<file path="config.mk">
export PLATFORM = sky130hd
export DESIGN_NAME = lamp_spi_frame_rx
export DESIGN_NICKNAME = d
export VERILOG_FILES = /design/src/rtl/lamp_spi_frame_rx.sv
export SDC_FILE = /design/constraint.sdc
export NUM_CORES = 1
export LEC_CHECK = 0
export CORE_UTILIZATION = 55
export CTS_BUF_LIST = sky130_fd_sc_hd__clkbuf_8
export DETAILED_ROUTE_END_ITERATION = 6
export HOLD_SLACK_MARGIN = 0.12
export PLACE_DENSITY = 0.75
export SLEW_MARGIN = 10
export SYNTH_ARGS = -nofsm -noshare
export SYNTH_HDL_FRONTEND = slang
export SYNTH_SLANG_ARGS = --single-unit
</file>
<file path="constraint.sdc">
create_clock -name i_clk -period 3 [get_ports i_clk]
set_input_delay 0.45 -clock i_clk [delete_from_list [all_inputs] [get_ports i_clk]]
set_output_delay 0.45 -clock i_clk [all_outputs]
set_load 0.02 [all_outputs]
</file>
<file path="src/rtl/lamp_spi_frame_rx.sv">
// lamp_spi_frame_rx -- SPI-slave frame receiver for the lamp controller.
//
// Oversamples the asynchronous SPI pins in the i_clk domain. It supports all
// four SPI modes (c_cpol/c_cpha) and MSB- or LSB-first bit order. It emits each
// completed word with its index. When chip-select releases, it reports whether
// the frame had the expected length. A chip-select timeout aborts a frame whose
// host stalls.
//
// Ports:
//   i_clk    system clock (at least 8x the SPI clock)
//   i_rst_n  asynchronous active-low reset
//   i_dck    SPI clock, asynchronous
//   i_cs     SPI chip select, active low, asynchronous
//   i_mosi   SPI data, asynchronous
//   o_data   last completed word (holds between strobes)
//   o_index  0-based word index of o_data
//   o_valid  one-cycle strobe, o_data/o_index are new
//   o_frame  one-cycle strobe, a correct frame ended
//   o_err    one-cycle strobe, a bad frame ended or the frame timed out
//   o_busy   high while a frame is in progress
module lamp_spi_frame_rx #(
    parameter int unsigned c_freq        = 20000000,
    parameter int unsigned c_word_bits   = 16,
    parameter int unsigned c_frame_words = 8,
    parameter bit          c_cpol        = 1'b0,
    parameter bit          c_cpha        = 1'b0,
    parameter bit          c_msb_first   = 1'b1,
    parameter int unsigned c_timeout_us  = 1000
) (
    input  logic                   i_clk,
    input  logic                   i_rst_n,
    input  logic                   i_dck,
    input  logic                   i_cs,
    input  logic                   i_mosi,
    output logic [c_word_bits-1:0] o_data,
    output logic [7:0]             o_index,
    output logic                   o_valid,
    output logic                   o_frame,
    output logic                   o_err,
    output logic                   o_busy
);

    localparam int unsigned TMO_CYC  = c_freq / 1000000 * c_timeout_us;
    localparam int unsigned TMO_LAST = (TMO_CYC == 0) ? 0 : TMO_CYC - 1;
    localparam int unsigned BCW      = $clog2(c_word_bits);
    localparam logic [BCW-1:0] BC_LAST = BCW'(c_word_bits - 1);
    localparam logic [8:0]     FW      = 9'(c_frame_words);
    // Synchroniser bit order is {cs, dck, mosi}.
    localparam logic [2:0]     SYNC_RST = {1'b1, c_cpol, 1'b0};

    typedef enum logic [1:0] {ST_IDLE, ST_RX, ST_ABORT} state_t;

    // ---------------------------------------------------------------- sync
    logic [2:0] s1_q, s2_q;
    logic [1:0] h_q;            // history for cs and dck only

    always_ff @(posedge i_clk or negedge i_rst_n) begin
        if (!i_rst_n) begin
            s1_q <= SYNC_RST;
            s2_q <= SYNC_RST;
            h_q  <= SYNC_RST[2:1];
        end else begin
            s1_q <= {i_cs, i_dck, i_mosi};
            s2_q <= s1_q;
            h_q  <= s2_q[2:1];
        end
    end

    logic cs_fall, cs_rise, dck_lead, dck_trail, samp, mosi_s;
    assign cs_fall   =  h_q[1] & ~s2_q[2];
    assign cs_rise   = ~h_q[1] &  s2_q[2];
    assign dck_lead  = (h_q[0] == c_cpol) && (s2_q[1] != c_cpol);
    assign dck_trail = (h_q[0] != c_cpol) && (s2_q[1] == c_cpol);
    assign samp      = c_cpha ? dck_trail : dck_lead;
    assign mosi_s    = s2_q[0];

    // ---------------------------------------------------------------- FSM
    state_t                 state_q;
    logic [BCW-1:0]         bcnt_q;
    logic [8:0]             wcnt_q;     // one bit wider so a 256-word frame can be counted
    logic                   ovr_q;
    logic [31:0]            tmo_q;
    logic [c_word_bits-1:0] shreg_q, shreg_d;
    logic [7:0]             widx_q;
    logic                   wdone_q, fin_ok_q, fin_err_q, o_busy_q;
    logic                   tmo_hit;

    assign shreg_d = c_msb_first ? {shreg_q[c_word_bits-2:0], mosi_s}
                                 : {mosi_s, shreg_q[c_word_bits-1:1]};
    assign tmo_hit = (TMO_CYC != 0) && (tmo_q == TMO_LAST);

    always_ff @(posedge i_clk or negedge i_rst_n) begin
        if (!i_rst_n) begin
            state_q   <= ST_IDLE;
            bcnt_q    <= '0;
            wcnt_q    <= '0;
            ovr_q     <= 1'b0;
            tmo_q     <= '0;
            shreg_q   <= '0;
            widx_q    <= '0;
            wdone_q   <= 1'b0;
            fin_ok_q  <= 1'b0;
            fin_err_q <= 1'b0;
            o_busy_q  <= 1'b0;
        end else begin
            wdone_q   <= 1'b0;
            fin_ok_q  <= 1'b0;
            fin_err_q <= 1'b0;
            case (state_q)
                ST_IDLE: begin
                    if (cs_fall) begin
                        state_q  <= ST_RX;
                        bcnt_q   <= '0;
                        wcnt_q   <= '0;
                        ovr_q    <= 1'b0;
                        tmo_q    <= '0;
                        o_busy_q <= 1'b1;
                    end
                end
                ST_RX: begin
                    // cs release outranks a coincident sampling edge
                    if (cs_rise) begin
                        state_q  <= ST_IDLE;
                        o_busy_q <= 1'b0;
                        if (bcnt_q == '0 && wcnt_q == FW && !ovr_q) fin_ok_q <= 1'b1;
                        else                                       fin_err_q <= 1'b1;
                    end else if (samp) begin
                        shreg_q <= shreg_d;
                        tmo_q   <= '0;
                        if (bcnt_q == BC_LAST) begin
                            bcnt_q <= '0;
                            if (wcnt_q < FW) begin
                                wdone_q <= 1'b1;
                                widx_q  <= wcnt_q[7:0];
                            end else begin
                                ovr_q <= 1'b1;
                            end
                            if (wcnt_q != 9'h1FF) wcnt_q <= wcnt_q + 9'd1;
                        end else begin
                            bcnt_q <= bcnt_q + 1'b1;
                        end
                    end else if (tmo_hit) begin
                        fin_err_q <= 1'b1;
                        state_q   <= ST_ABORT;
                    end else if (TMO_CYC != 0) begin
                        tmo_q <= tmo_q + 32'd1;
                    end
                end
                ST_ABORT: begin
                    // error already reported; just wait for the host to let go
                    if (cs_rise) begin
                        state_q  <= ST_IDLE;
                        o_busy_q <= 1'b0;
                    end
                end
                default: state_q <= ST_IDLE;
            endcase
        end
    end

    // ---------------------------------------------------------------- outputs
    // Extra register stage: strobes appear one cycle after the FSM acts.
    logic [c_word_bits-1:0] o_data_q;
    logic [7:0]             o_index_q;
    logic                   o_valid_q, o_frame_q, o_err_q;

    always_ff @(posedge i_clk or negedge i_rst_n) begin
        if (!i_rst_n) begin
            o_data_q  <= '0;
            o_index_q <= '0;
            o_valid_q <= 1'b0;
            o_frame_q <= 1'b0;
            o_err_q   <= 1'b0;
        end else begin
            o_valid_q <= wdone_q;
            o_frame_q <= fin_ok_q;
            o_err_q   <= fin_err_q;
            if (wdone_q) begin
                o_data_q  <= shreg_q;
                o_index_q <= widx_q;
            end
        end
    end

    assign o_data  = o_data_q;
    assign o_index = o_index_q;
    assign o_valid = o_valid_q;
    assign o_frame = o_frame_q;
    assign o_err   = o_err_q;
    assign o_busy  = o_busy_q;

endmodule
</file>
Yosys cells after proc, flatten, opt, wreduce, memory -nomap -nowiden --
Index checks and enable logic that the tools add are counted.
Cells by class: add/subtract/negate cells 3, multipliers 0, div/mod/pow operators 0, $lt $le $gt $ge 1, equal/unequal tests 17, shift-type cells 0, multiplexer cells 44, bitwise operators 6, reductions and logical operators 17
Operator list (number):
- 2-to-1 mux 32 bit | 4
- case mux 32 bit (2 select lines) | 1
- 2-to-1 mux 9 bit | 5
- adder 32 x 1 -> 32 bit, second input constant | 1
- equality test 32 x 15 -> 1 bit, second input constant | 1
- 2-to-1 mux 1 bit | 20
- case mux 9 bit (2 select lines) | 1
- 2-to-1 mux 4 bit | 4
- inequality test 2 bit, second input constant | 7
- AND reduction 4 bit | 3
- AND reduction 6 bit | 2
- 2-to-1 mux 2 bit | 5
- adder 9 x 1 -> 9 bit, second input constant | 1
- equality test 9 x 4 -> 1 bit, second input constant | 1
- < comparator 9 x 4 -> 1 bit, second input constant | 1
- inequality test 3 bit, second input constant | 3
- inequality test 9 bit, second input constant | 1
- case mux 4 bit (2 select lines) | 1
- case mux 2 bit (3 select lines) | 1
- AND reduction 3 bit | 2
- AND reduction 5 bit | 1
- adder 4 x 1 -> 4 bit, second input constant | 1
- equality test 4 bit, second input constant | 1
- zero test 4 bit | 1
- other kinds (11) | 19
Storage, ports and cells: register bits after elaboration 111, bits in latches 0, bits in writable memories 0, bits in read-only memories 0, bits of input ports 5, output and inout bits 28, word-level logic and storage cells 107, memories 0

Depth between registers and ports, before layout --
Gate-level depths: netlist (run 1).
depth in word-level cells 6, mapped depth 8, depth with buffers taken out 8

Least setup slack after synthesis (run 1) --
No wires, ideal clock.
path type reg-to-reg, start point register wcnt_q[0], end point register wcnt_q[6], arrival time 2.162 ns, required time 2.934 ns, slack 0.772 ns, cell stages (with the launch flop) 9, path buffers 0, period minus slack after synthesis 2.228 ns, path through dfrtp_1 > ha_1 > and3_1 > and3_1 > ha_1 > o21ai_0 > o21ai_1 > or4_1 > nand2_1
On the way: word-level cells in the longest chain between the ends 6
Ends and longest elaborated chain:
- start, declared | RTL line 80 | logic [8:0] wcnt_q;
- start signal, assigned | RTL line 138 | if (wcnt_q != 9'h1FF) wcnt_q <= wcnt_q + 9'd1;
- adder 9 x 1 -> 9 bit | RTL line 138
- 2-to-1 mux 9 bit | RTL line 138
- 2-to-1 mux 9 bit | RTL line 130 | if (bcnt_q == BC_LAST) begin
- 2-to-1 mux 9 bit | RTL line 127 | end else if (samp) begin
- 2-to-1 mux 9 bit | RTL line 122 | if (cs_rise) begin
- case mux 9 bit (2 select lines) | RTL line 109 | case (state_q)
Parallel ways exist; a longest one is shown, timed or not. The select of a mux whose other input is x is not followed. A chain may end at the register's enable or synchronous reset.

Final worst setup path (run 1) --
start point register tmo_q[17], end point register tmo_q[11]
On the way: word-level cells in the longest chain between the ends 3
Ends and longest elaborated chain:
- start, declared | RTL line 82 | logic [31:0] tmo_q;
- start signal, assigned | RTL line 146 | tmo_q <= tmo_q + 32'd1;
- equality test 32 x 15 -> 1 bit | RTL line 90 | assign tmo_hit = (TMO_CYC != 0) && (tmo_q == TMO_LAST);
- inequality test 3 bit (no source line)
- AND reduction 4 bit (no source line)
No other way between the ends.

==> summary.md, run 1 <==
| Metric | Value |
|---|---|
| Place WS | 562 ps |
| Area of the multi-input gates | 2200 sq um |
| Final period utilization | 0.843 |
| Gr usage total | 0.232 |
| Synth Flop Type | dfrtp_1 |
| Commonest cells after routing, fill and taps aside | dfrtp_1, mux2_2, o21ai_0 |
| Clk pin slew, worst setup/hold paths | 120 ps |
| RSZ-0062 raised after global routing | false |
| Global-route wire length before repair | 17.7 mm |
| Grt ovf | 0 |
| WL per Instance | 17.2 um |
| Max-cap violations | 0 |
| Outcome | finished, final reports clean |
| Rel. slew slack | 0.307 |
| Total core area | 8850 sq um |
| H-tree levels | 3 |
| Via count | 3660 |
| Clock Latency Late Sink | 380 ps |
| Vias/cell | 6.14 |
| Routability cong. | 0.918 |
| Post-synth top area share | 0.530 |
| Synthesized net count | 467 |
| CP peak stage delay | 870 ps |
| Crit-path leading delay family | compound AO/OA/AOI/OAI gates |
| Met3 GRT Util | 0.0515 |
| Top area cells in the synthesized netlist | dfrtp_1, mux2_2, o21ai_0, ha_1, nand3_1 |
| Synth-to-Final Area Change | 11.9% |
| Die area | 9670 sq um |
| Critical R2R Capture | tmo_q[11]$_DFFE_PN0P_ |
| WS Path Type | reg2reg |
| Pin count of the biggest net entering global routing | 87 |
| Nets | 497 |
| Worst R2R Path Depth | 5 |
| Drt pass-1 iters | 6 |
| Post-Syn Area per Cell | 11.3 sq um |
| Worst reg2reg path startpoint | tmo_q[17]$_DFFE_PN0P_ |
| Mapped Area | 5100 sq um |
| Critical Path Sink Type | flip-flop |
| Max-slew violation count | 0 |
| Seq/Total Area, Yosys | 0.545 |
| M2 GR Usage | 0.373 |
| Hold crit path type | in2async |
| Yosys warns | 0 |
| Clk buf depth | 2 |
| IO Port Bufs | 32 |
| Power Density | 578 nW/um^2 |
| Cts bufs inserted | 9 |
| Crit Path Max Fanout | 11 |
| Final setup viols | 0 |
| Post-synth EDFFs | 0 |
| M1 GR Usage | 0.310 |
| Post-CTS sizing | 0 |
| Yosys reg bits | 111 |
| Smallest setup slack after layout | 472 ps |
| Commonest non-fill, non-tap cell in the layout | dfrtp_1 |
| FILL cells | 731 |
| Starting DRT DRC Count | 230 |
| Initial antenna violation count | 0 |
| Inserted Diodes | 0 |
| Largest area contributor in the netlist | dfrtp_1 |
| Worst-path cell chain | nor4b_1 > nand4_1 > o211ai_1 > o21bai_1 > a22o_1 |
| Cell count after synthesis | 453 |
| Layout cell share with drive strength beyond 1 | 0.174 |
| Startpoint Class | flip-flop |
| LEAKAGE | 0.00258 uW |
| TritonCTS clock tree | done |
| CP max-delay cell | o211ai_1 |
| Starting Density | 0.577 |
| Post CTS Setup Buffer Count | 0 |
| Peak supply drop | 0.304 mV |
| Worst Path Required | 3280 ps |
| CTS Hold Buffers Added | 0 |
| FF-to-FF setup slack | 470 ps |
| Die width | 98.3 um |
| Fin. Hold Viols | 0 |
| Setup TNS | 0 ps |
| Ys async rst share | 1.00 |
| Worst Clk Skew | 17.4 ps |
| Worst endpoint data arrival time | 2810 ps |
| Die Ht | 98.3 um |
| IO Count | 33 |
| Drt drc | 0 |
| Top Usage Layer GRT | met2 |
| F_max | 396 MHz |
| Reg area | 2780 sq um |
| Post-route ant nets | 0 |
| Yosys cell types | 56 |
| Clk root buf | clkbuf_8 |
| Final WL | 10.3 mm |
| Tmin final | 2530 ps |
| Post-DP HPWL | 7.06 mm |
| Buffer and inverter count on the worst path | 0 |
| Vias in the first global route | 3624 |
| Num rows | 34 |
| Clock sinks | 111 |
| Worst slew pin tran | 1040 ps |
[synth_stat cells, types with 11 or more instances]
master / count
dfrtp_1: 108
mux2_2: 43
o21ai_0: 33
nand2_1: 29
nand3_1: 22
a21oi_1: 17
nor2_1: 17
clkbuf_1: 13
nand4_1: 13
and3_1: 12
inv_1: 11
[worst max-delay path by stage]
stage | slack, ps | to | depth (start not counted) | startpoint
4_1_cts | 530 | wcnt_q[5]$_DFFE_PN0P_ | 8 | wcnt_q[1]$_DFFE_PN0P_
5_1_grt | 270 | tmo_q[22]$_DFFE_PN0P_ | 7 | state_q[1]$_DFFE_PN0P_
6_report | 470 | tmo_q[11]$_DFFE_PN0P_ | 5 | tmo_q[17]$_DFFE_PN0P_
2_1_floorplan | 770 | wcnt_q[6]$_DFFE_PN0P_ | 8 | wcnt_q[0]$_DFFE_PN0P_
3_3_place_gp | 600 | tmo_q[11]$_DFFE_PN0P_ | 5 | tmo_q[30]$_DFFE_PN0P_
3_5_place_dp | 560 | tmo_q[11]$_DFFE_PN0P_ | 5 | tmo_q[17]$_DFFE_PN0P_
[worst register-to-register path: stages (launching register included)]
cell      delay [ps]
dfrtp_1          460
nor4b_1          420
nand4_1          270
o211ai_1         870
o21bai_1         160
a22o_1           260
[report_power, final]
group / internal [uW] / switching [uW] / leakage [uW]
Combinational: 268 / 453 / 0.000979
Clock: 323 / 543 / 0.000101
Sequential: 1620 / 98.5 / 0.00150
[metrics by stage]
stage          std cells  hold WS (ps)  total power [uW]   util  area (sq um)
6_report             596           260              3300  0.646          5710
5_1_grt              596           335              3500  0.646          5710
4_1_cts              596           294              3330  0.646          5710
3_5_place_dp         580           336              2460  0.624          5520
3_3_place_gp         580           332              2440  0.624          5520
2_1_floorplan        453           154              2230      -          5100
[layout make-up]
class                      instances  area share
timing repair buffer              38      0.0635
clock buffer                       9      0.0217
inverter                          11     0.00723
sequential                       111       0.487
tap                              108      0.0237
multi-input combinational        312       0.385
clock inverter                     7      0.0116
[cell families after synthesis]
kind of cell | synth area share
xor+xnor | 0.00858
flops | 0.545
mux | 0.109
buf+inv | 0.0238
compound gates | 0.114
fa+ha+maj | 0.0221
simple gates | 0.177
[flip-flops by register name, summed over array words and instances (netlist names)]
signal     count
tmo_q         32
s1_q           3
o_busy         1
bcnt_q         4
ovr_q          1
s2_q           3
o_err          1
h_q            2
o_index        8
widx_q         8
fin_err_q      1
o_frame        1
state_q        2
fin_ok_q       1
o_valid        1
o_data        16
wcnt_q         9
wdone_q        1
shreg_q       16
[routing by layer]
metal  routed length, um  vias up
li1                    -     1735
met1                4650     1798
met2                4990      105
met3                 436       22
met4                 194        0
met5                   0        -
Note: power is estimated with default switching activity, not from simulation.
==> inputs of run 2 (changes only) <==
--- a/config.mk
+++ b/config.mk
@@ -9,7 +9,7 @@
 export CTS_BUF_LIST = sky130_fd_sc_hd__clkbuf_8
 export DETAILED_ROUTE_END_ITERATION = 6
 export HOLD_SLACK_MARGIN = 0.12
-export PLACE_DENSITY = 0.75
+export PLACE_DENSITY = 0.78
 export SLEW_MARGIN = 10
 export SYNTH_ARGS = -nofsm -noshare
 export SYNTH_HDL_FRONTEND = slang
==> constraint.sdc (replaced) <==
create_clock -name i_clk -period 2.2 [get_ports i_clk]
set_input_delay 0.33 -clock i_clk [delete_from_list [all_inputs] [get_ports i_clk]]
set_output_delay 0.33 -clock i_clk [all_outputs]
set_load 0.02 [all_outputs]
==> run 2 against run 1 <==
  * Core utilization increased by 3.5 points
  * Critical path depth unchanged
  * Critical path type unchanged
  * Register-to-register slack got worse by 400 ps
  * Flip-flop and latch count unchanged
  * Largest cell class unchanged
  * Count of clock-buffer cells in the layout unchanged
  * Sequential power increased by 36%
  * Largest power group unchanged
  * The flow now finishes with violations (DRC)
==> summary.md, run 2 (synthesized netlist as in run 1, its figures left out) <==
| Metric | Value |
|---|---|
| Outcome | complete, but fails checks (was finished, final reports clean) |
| Violated checks | DRC |
| Max reg flops | 32 (unchanged) |
| WL per Instance | 17.2 um (about the same) |
| Inserted Diodes | 0 (unchanged) |
| IO Count | 33 (unchanged) |
| Final WL | 10.6 mm (was 10.3 mm) |
| Worst Path Required | 2450 ps (was 3280 ps) |
| Vias/cell | 6.10 (was 6.14) |
| Total core area | 8850 sq um (unchanged) |
| Fin. Hold Viols | 0 (unchanged) |
| Starting DRT DRC Count | 197 (was 230) |
| Critical Path Sink Type | flip-flop (unchanged) |
| LEAKAGE | 0.00270 uW (was 0.00258 uW) |
| Power, Total | 4790 uW (was 3300 uW) |
| Clock Latency Late Sink | 360 ps (was 380 ps) |
| Clk buf depth | 2 (unchanged) |
| Setup TNS | 0 ps (unchanged) |
| Hold crit path type | reg2reg (was in2async) |
| RSZ-0062 raised after global routing | false (unchanged) |
| Clk pin slew, worst setup/hold paths | 110 ps (was 120 ps) |
| FF-to-FF setup slack | 80 ps (was 470 ps) |
| Max-slew violation count | 0 (unchanged) |
| Num rows | 34 (unchanged) |
| Drt pass-1 iters | 7 (was 6) |
| Die area | 9670 sq um (unchanged) |
| Place WS | -2.23 ps (was 562 ps) |
| Worst endpoint data arrival time | 2380 ps (was 2810 ps) |
| H-tree levels | 3 (unchanged) |
| Grt ovf | 0 (unchanged) |
| Hold_ws | 359 ps (was 260 ps) |
| Initial antenna violation count | 0 (unchanged) |
| Via count | 3763 (was 3660) |
| TritonCTS clock tree | done (unchanged) |
| Worst Hold Path Cells | 0 |
| DP Cell Count | 599 (was 580) |
| Peak supply drop | 0.408 mV (was 0.304 mV) |
| Worst R2R Path Depth | 5 (unchanged) |
| Post-route ant nets | 0 (unchanged) |
| Commonest cells after routing, fill and taps aside | dfrtp_1, mux2_2, o21ai_0, clkdlybuf4s50_1, nand2_1 (was dfrtp_1, mux2_2, o21ai_0) |
| Post-DP HPWL | 7.45 mm (was 7.06 mm) |
| Final setup viols | 0 (unchanged) |
| Commonest non-fill, non-tap cell in the layout | dfrtp_1 (unchanged) |
| Starting Density | 0.577 (unchanged) |
| Fin cells | 617 (was 596) |
| Clk root buf | clkbuf_8 (unchanged) |
| Rel. slew slack | 0.609 (was 0.307) |
| Drt drc | 3 (was 0) |
| Crit Path Max Fanout | 6 (was 11) |
| Clock sinks | 111 (unchanged) |
| Worst slew pin tran | 586 ps (was 1040 ps) |
| Pin count of the biggest net entering global routing | 45 (was 87) |
| F_max | 471 MHz (was 396 MHz) |
| Tmin final | 2120 ps (was 2530 ps) |
| Cts bufs inserted | 9 (unchanged) |
| Global-route wire length before repair | 18.1 mm (was 17.7 mm) |
| Nets | 518 (was 497) |
| Power Density | 795 nW/um^2 (was 578 nW/um^2) |
| IO Port Bufs | 32 (unchanged) |
| Die width | 98.3 um (unchanged) |
| Smallest setup slack after layout | 75.3 ps (was 472 ps) |
| WS Path Type | reg2reg (unchanged) |
| Biggest register | tmo_q (unchanged) |
| Layout cell share with drive strength beyond 1 | 0.248 (was 0.174) |
| Synth-to-Final Area Change | 17.9% (was 11.9%) |
| Routability cong. | 0.896 (was 0.918) |
| Final period utilization | 0.966 (was 0.843) |
| Startpoint Class | flip-flop (unchanged) |
| Die Ht | 98.3 um (unchanged) |
| Gr usage total | 0.235 (was 0.232) |
| Vias in the first global route | 3802 (was 3624) |
| Max-cap violations | 0 (unchanged) |
| Worst Clk Skew | 12.4 ps (was 17.4 ps) |
-- run 2: metal layers --
metal / GRT usage / up-vias / part of all wire
li1: - / 1771 / -
met1: 0.302 / 1852 / 0.43
met2: 0.399 / 122 / 0.50
met3: 0.0472 / 18 / 0.048
met4: 0.0792 / 0 / 0.016
met5: 0 / - / 0
-- run 2: final cells by class --
cell class                      count  area (sq um)
Clock buffer                        9           124
Clock inverter                      7          91.3
Fill cell                         658          2830
Inverter                           11          41.3
Multi-Input combinational cell    312          2300
Sequential cell                   111          2780
Tap cell                          108           135
Timing Repair Buffer               59           548
-- run 2: per-stage QoR --
step | area (sq um) | utilization
finish | 6020 | 0.680
global route | 6020 | 0.680
CTS | 5920 | 0.670
detailed placement | 5690 | 0.643
global placement | 5690 | 0.643
floorplan | 5100 | -
-- run 2: worst max-delay path, stage by stage, from the launching register on --
cell and delay, ps:
dfrtp_1 430, or4_4 550, or3_4 360, nor3_4 270
buf_4 180, and2b_2 220
-- run 2: timing repair --
| item | in CTS | in global routing |
|---|---|---|
| endpoints found under the hold margin | 37 | 0 |
| hold buffers | 1 | 0 |
| pin swaps | 0 | 4 |
| setup endpoints to repair | 5 | 26 |
| setup buffers | 0 | 1 |
| gates resized for setup | 3 | 21 |
-- run 2: path summary, 6_finish.rpt --
kind | startpoint | endpoint
max | wcnt_q[5]$_DFFE_PN0P_ | widx_q[6]$_DFFE_PN0P_
min | fin_err_q$_DFF_PN0_ | o_err$_DFF_PN0_
max reg2reg | wcnt_q[5]$_DFFE_PN0P_ | widx_q[6]$_DFFE_PN0P_
min reg2reg | fin_err_q$_DFF_PN0_ | o_err$_DFF_PN0_
max in group asynchronous | i_rst_n | widx_q[6]$_DFFE_PN0P_
min in group asynchronous | i_rst_n | o_err$_DFF_PN0_
-- run 2: power by group --
group | switching (uW) | internal [uW] | total [uW]
combinational | 679 | 497 | 1180
clock | 734 | 553 | 1290
sequential | 120 | 2200 | 2320
total | 1530 | 3250 | 4790
==> inputs of run 3 (changes only) <==
--- a/config.mk
+++ b/config.mk
@@ -5,6 +5,7 @@
 export SDC_FILE = /design/constraint.sdc
 export NUM_CORES = 1
 export LEC_CHECK = 0
+export CAP_MARGIN = 0
 export CORE_UTILIZATION = 55
 export CTS_BUF_LIST = sky130_fd_sc_hd__clkbuf_8
 export DETAILED_ROUTE_END_ITERATION = 6
==> constraint.sdc (replaced) <==
create_clock -name i_clk -period 2.2 [get_ports i_clk]
set_input_delay 0.66 -clock i_clk [delete_from_list [all_inputs] [get_ports i_clk]]
set_output_delay 0.66 -clock i_clk [all_outputs]
set_load 0.02 [all_outputs]
==> run 3 against run 2 <==
  * The flow still finishes with violations (DRC)
  * Global-route usage grew 1.1 points
  * Core utilization shrank 0.37 points
  * Cell count is 0.32% higher
  * Sequential share of layout area is 0.25 points higher
  * Register-to-register slack hardly changed
  * Cell area fell by 0.54%
  * First-iteration DRC count is 20% higher
  * Worst hold slack worse by 130 ps
  * Critical path depth stayed put
  * Flip-flop and latch count is the same
  * Worst setup slack gained 4.3 ps
  * Critical endpoint is now tmo_q[22]$_DFFE_PN0P_
  * Sequential power hardly changed
==> summary.md, run 3 (synthesized netlist as in run 1, its figures left out) <==
| Metric | Value |
|---|---|
| Starting Density | 0.577 (unchanged) |
| H-tree levels | 3 (unchanged) |
| Outcome | complete, but fails checks (unchanged) |
| WS Path Type | reg2reg (unchanged) |
| Die Ht | 98.3 um (unchanged) |
| Clock sinks | 111 (unchanged) |
| Starting DRT DRC Count | 237 (was 197) |
| IO Port Bufs | 32 (unchanged) |
| Vias in the first global route | 3877 (was 3802) |
| Via count | 3888 (was 3763) |
| Global-route wire length before repair | 18.8 mm (was 18.1 mm) |
| Peak supply drop | 0.481 mV (was 0.408 mV) |
| Violated checks | DRC (unchanged) |
| Max-slew violation count | 0 (unchanged) |
| Worst-path cell chain | and4_2 > nand4_1 > or3_1 > or4_1 > nand3_1 (was or4_4 > or3_4 > nor3_4 > buf_4 > and2b_2) |
| Post CTS Setup Buffer Count | 0 (unchanged) |
| Worst slew pin tran | 469 ps (was 586 ps) |
| Power, Total | 4690 uW (was 4790 uW) |
| IO Count | 33 (unchanged) |
| Commonest non-fill, non-tap cell in the layout | dfrtp_1 (unchanged) |
| Clk buf depth | 2 (unchanged) |
| Buffer and inverter count on the worst path | 0 (was 1) |
| TritonCTS clock tree | done (unchanged) |
| Routability cong. | 0.915 (was 0.896) |
| Vias/cell | 6.28 (was 6.10) |
| CP peak stage delay | 490 ps (was 550 ps) |
| Drt pass-1 iters | 7 (unchanged) |
| Nets | 520 (was 518) |
| Crit Path Max Fanout | 7 (was 6) |
| Final period utilization | 0.964 (was 0.966) |
| Max reg flops | 32 (unchanged) |
| Rel. slew slack | 0.687 (was 0.609) |
| Worst Clk Skew | 17.0 ps (was 12.4 ps) |
| Post-DP HPWL | 7.74 mm (was 7.45 mm) |
| Initial antenna violation count | 0 (unchanged) |
| Worst Path Required | 2520 ps (was 2450 ps) |
| Fin util | 0.677 (was 0.680) |
| Num rows | 34 (unchanged) |
| Total core area | 8850 sq um (unchanged) |
| LEAKAGE | 0.00270 uW (about the same) |
| Commonest cells after routing, fill and taps aside | dfrtp_1, mux2_2, o21ai_0 (was dfrtp_1, mux2_2, o21ai_0, clkdlybuf4s50_1, nand2_1) |
| Fin. Hold Viols | 0 (unchanged) |
| Hold crit path type | in2async (was reg2reg) |
| Die width | 98.3 um (unchanged) |
| Final WL | 11.1 mm (was 10.6 mm) |
| Synth-to-Final Area Change | 17.3% (was 17.9%) |
| Clk root buf | clkbuf_8 (unchanged) |
| CP max-delay cell | dfrtp_1 (was or4_4) |
| Max-cap violations | 0 (unchanged) |
| Cts bufs inserted | 9 (unchanged) |
| Crit-path leading delay family | simple AND/OR/NAND/NOR gates (unchanged) |
| Die area | 9670 sq um (unchanged) |
| Pin count of the biggest net entering global routing | 36 (was 45) |
| Drt drc | 3 (unchanged) |
| Clock Latency Late Sink | 380 ps (was 360 ps) |
| Startpoint Class | flip-flop (unchanged) |
| Power Density | 783 nW/um^2 (was 795 nW/um^2) |
| Biggest register | tmo_q (unchanged) |
| Tmin final | 2120 ps (about the same) |
| Inserted Diodes | 0 (unchanged) |
| Critical Path Sink Type | flip-flop (unchanged) |
| Clk pin slew, worst setup/hold paths | 120 ps (was 110 ps) |
| Gr usage total | 0.245 (was 0.235) |
| Worst endpoint data arrival time | 2440 ps (was 2380 ps) |
| Grt ovf | 0 (unchanged) |
| Post-route ant nets | 0 (unchanged) |
| F_max | 472 MHz (was 471 MHz) |
| Final setup viols | 0 (unchanged) |
| Layout cell share with drive strength beyond 1 | 0.245 (was 0.248) |
| WL per Instance | 17.9 um (was 17.2 um) |
==> run 3: cell types whose count changed in the layout (fill, tap and decap cells not counted), sizes merged <==
cell	before	now
buf	27	30
bufinv	1	0
dlygate4sd3	1	0
inv	13	14
==> run 3: power breakdown <==
group	leakage, uW	internal (uW)	switching [uW]	total (uW)
combinational	0.00110	492	687	1180
clock	0.0000949	438	738	1180
sequential	0.00150	2200	128	2330
==> run 3: final cells by class <==
class / instances / area (sq um)
Clock inverter: 7 / 66.3
Fill cell: 672 / 2860
Inverter: 11 / 41.3
Clock buffer: 9 / 124
Tap cell: 108 / 135
Multi-Input combinational cell: 312 / 2260
Sequential cell: 111 / 2780
Timing Repair Buffer: 61 / 573
==> run 3: final timing paths <==
check / from / endpoint / slack [ps] / cells past startpoint
hold / removal: i_rst_n / o_frame$_DFF_PN0_ / 230 / 1
hold reg to reg: fin_ok_q$_DFF_PN0_ / o_frame$_DFF_PN0_ / 360 / 0
setup reg to reg: tmo_q[4]$_DFFE_PN0P_ / tmo_q[22]$_DFFE_PN0P_ / 80 / 5
setup / recovery: tmo_q[4]$_DFFE_PN0P_ / tmo_q[22]$_DFFE_PN0P_ / 80 / 5
min in group i_clk: fin_ok_q$_DFF_PN0_ / o_frame$_DFF_PN0_ / 360 / 0
max in group asynchronous: i_rst_n / o_index[3]$_DFFE_PN0P_ / 1400 / 2
==> run 3: routing by layer <==
layer  vias to the layer above  GRT usage  part of all wire
li1                       1778          -                 -
met1                      1937      0.317              0.43
met2                       145      0.418              0.50
met3                        28     0.0494             0.051
met4                         0     0.0769             0.019
met5                         -          0                 0
==> run 3: through the flow <==
stage / hold slack, ps / worst slack, ps / cell area [sq um] / cells / setup TNS, ps
after global routing: 247 / -25.4 / 5990 / 619 / -34.2
after global placement: 334 / 117 / 5730 / 603 / 0
after CTS: 234 / 27.7 / 5930 / 619 / 0
after detailed placement: 337 / -18.9 / 5730 / 603 / -18.9
final: 227 / 79.6 / 5990 / 619 / 0
after floorplan: 331 / 81.0 / 5100 / 453 / 0
==> run 3: timing repair <==
| action | 4_1_cts | 5_1_grt |
|---|---|---|
| hold buffers | 0 | 0 |
| gates resized for setup | 2 | 16 |
| pin swaps | 0 | 3 |
| setup endpoints to repair | 2 | 28 |
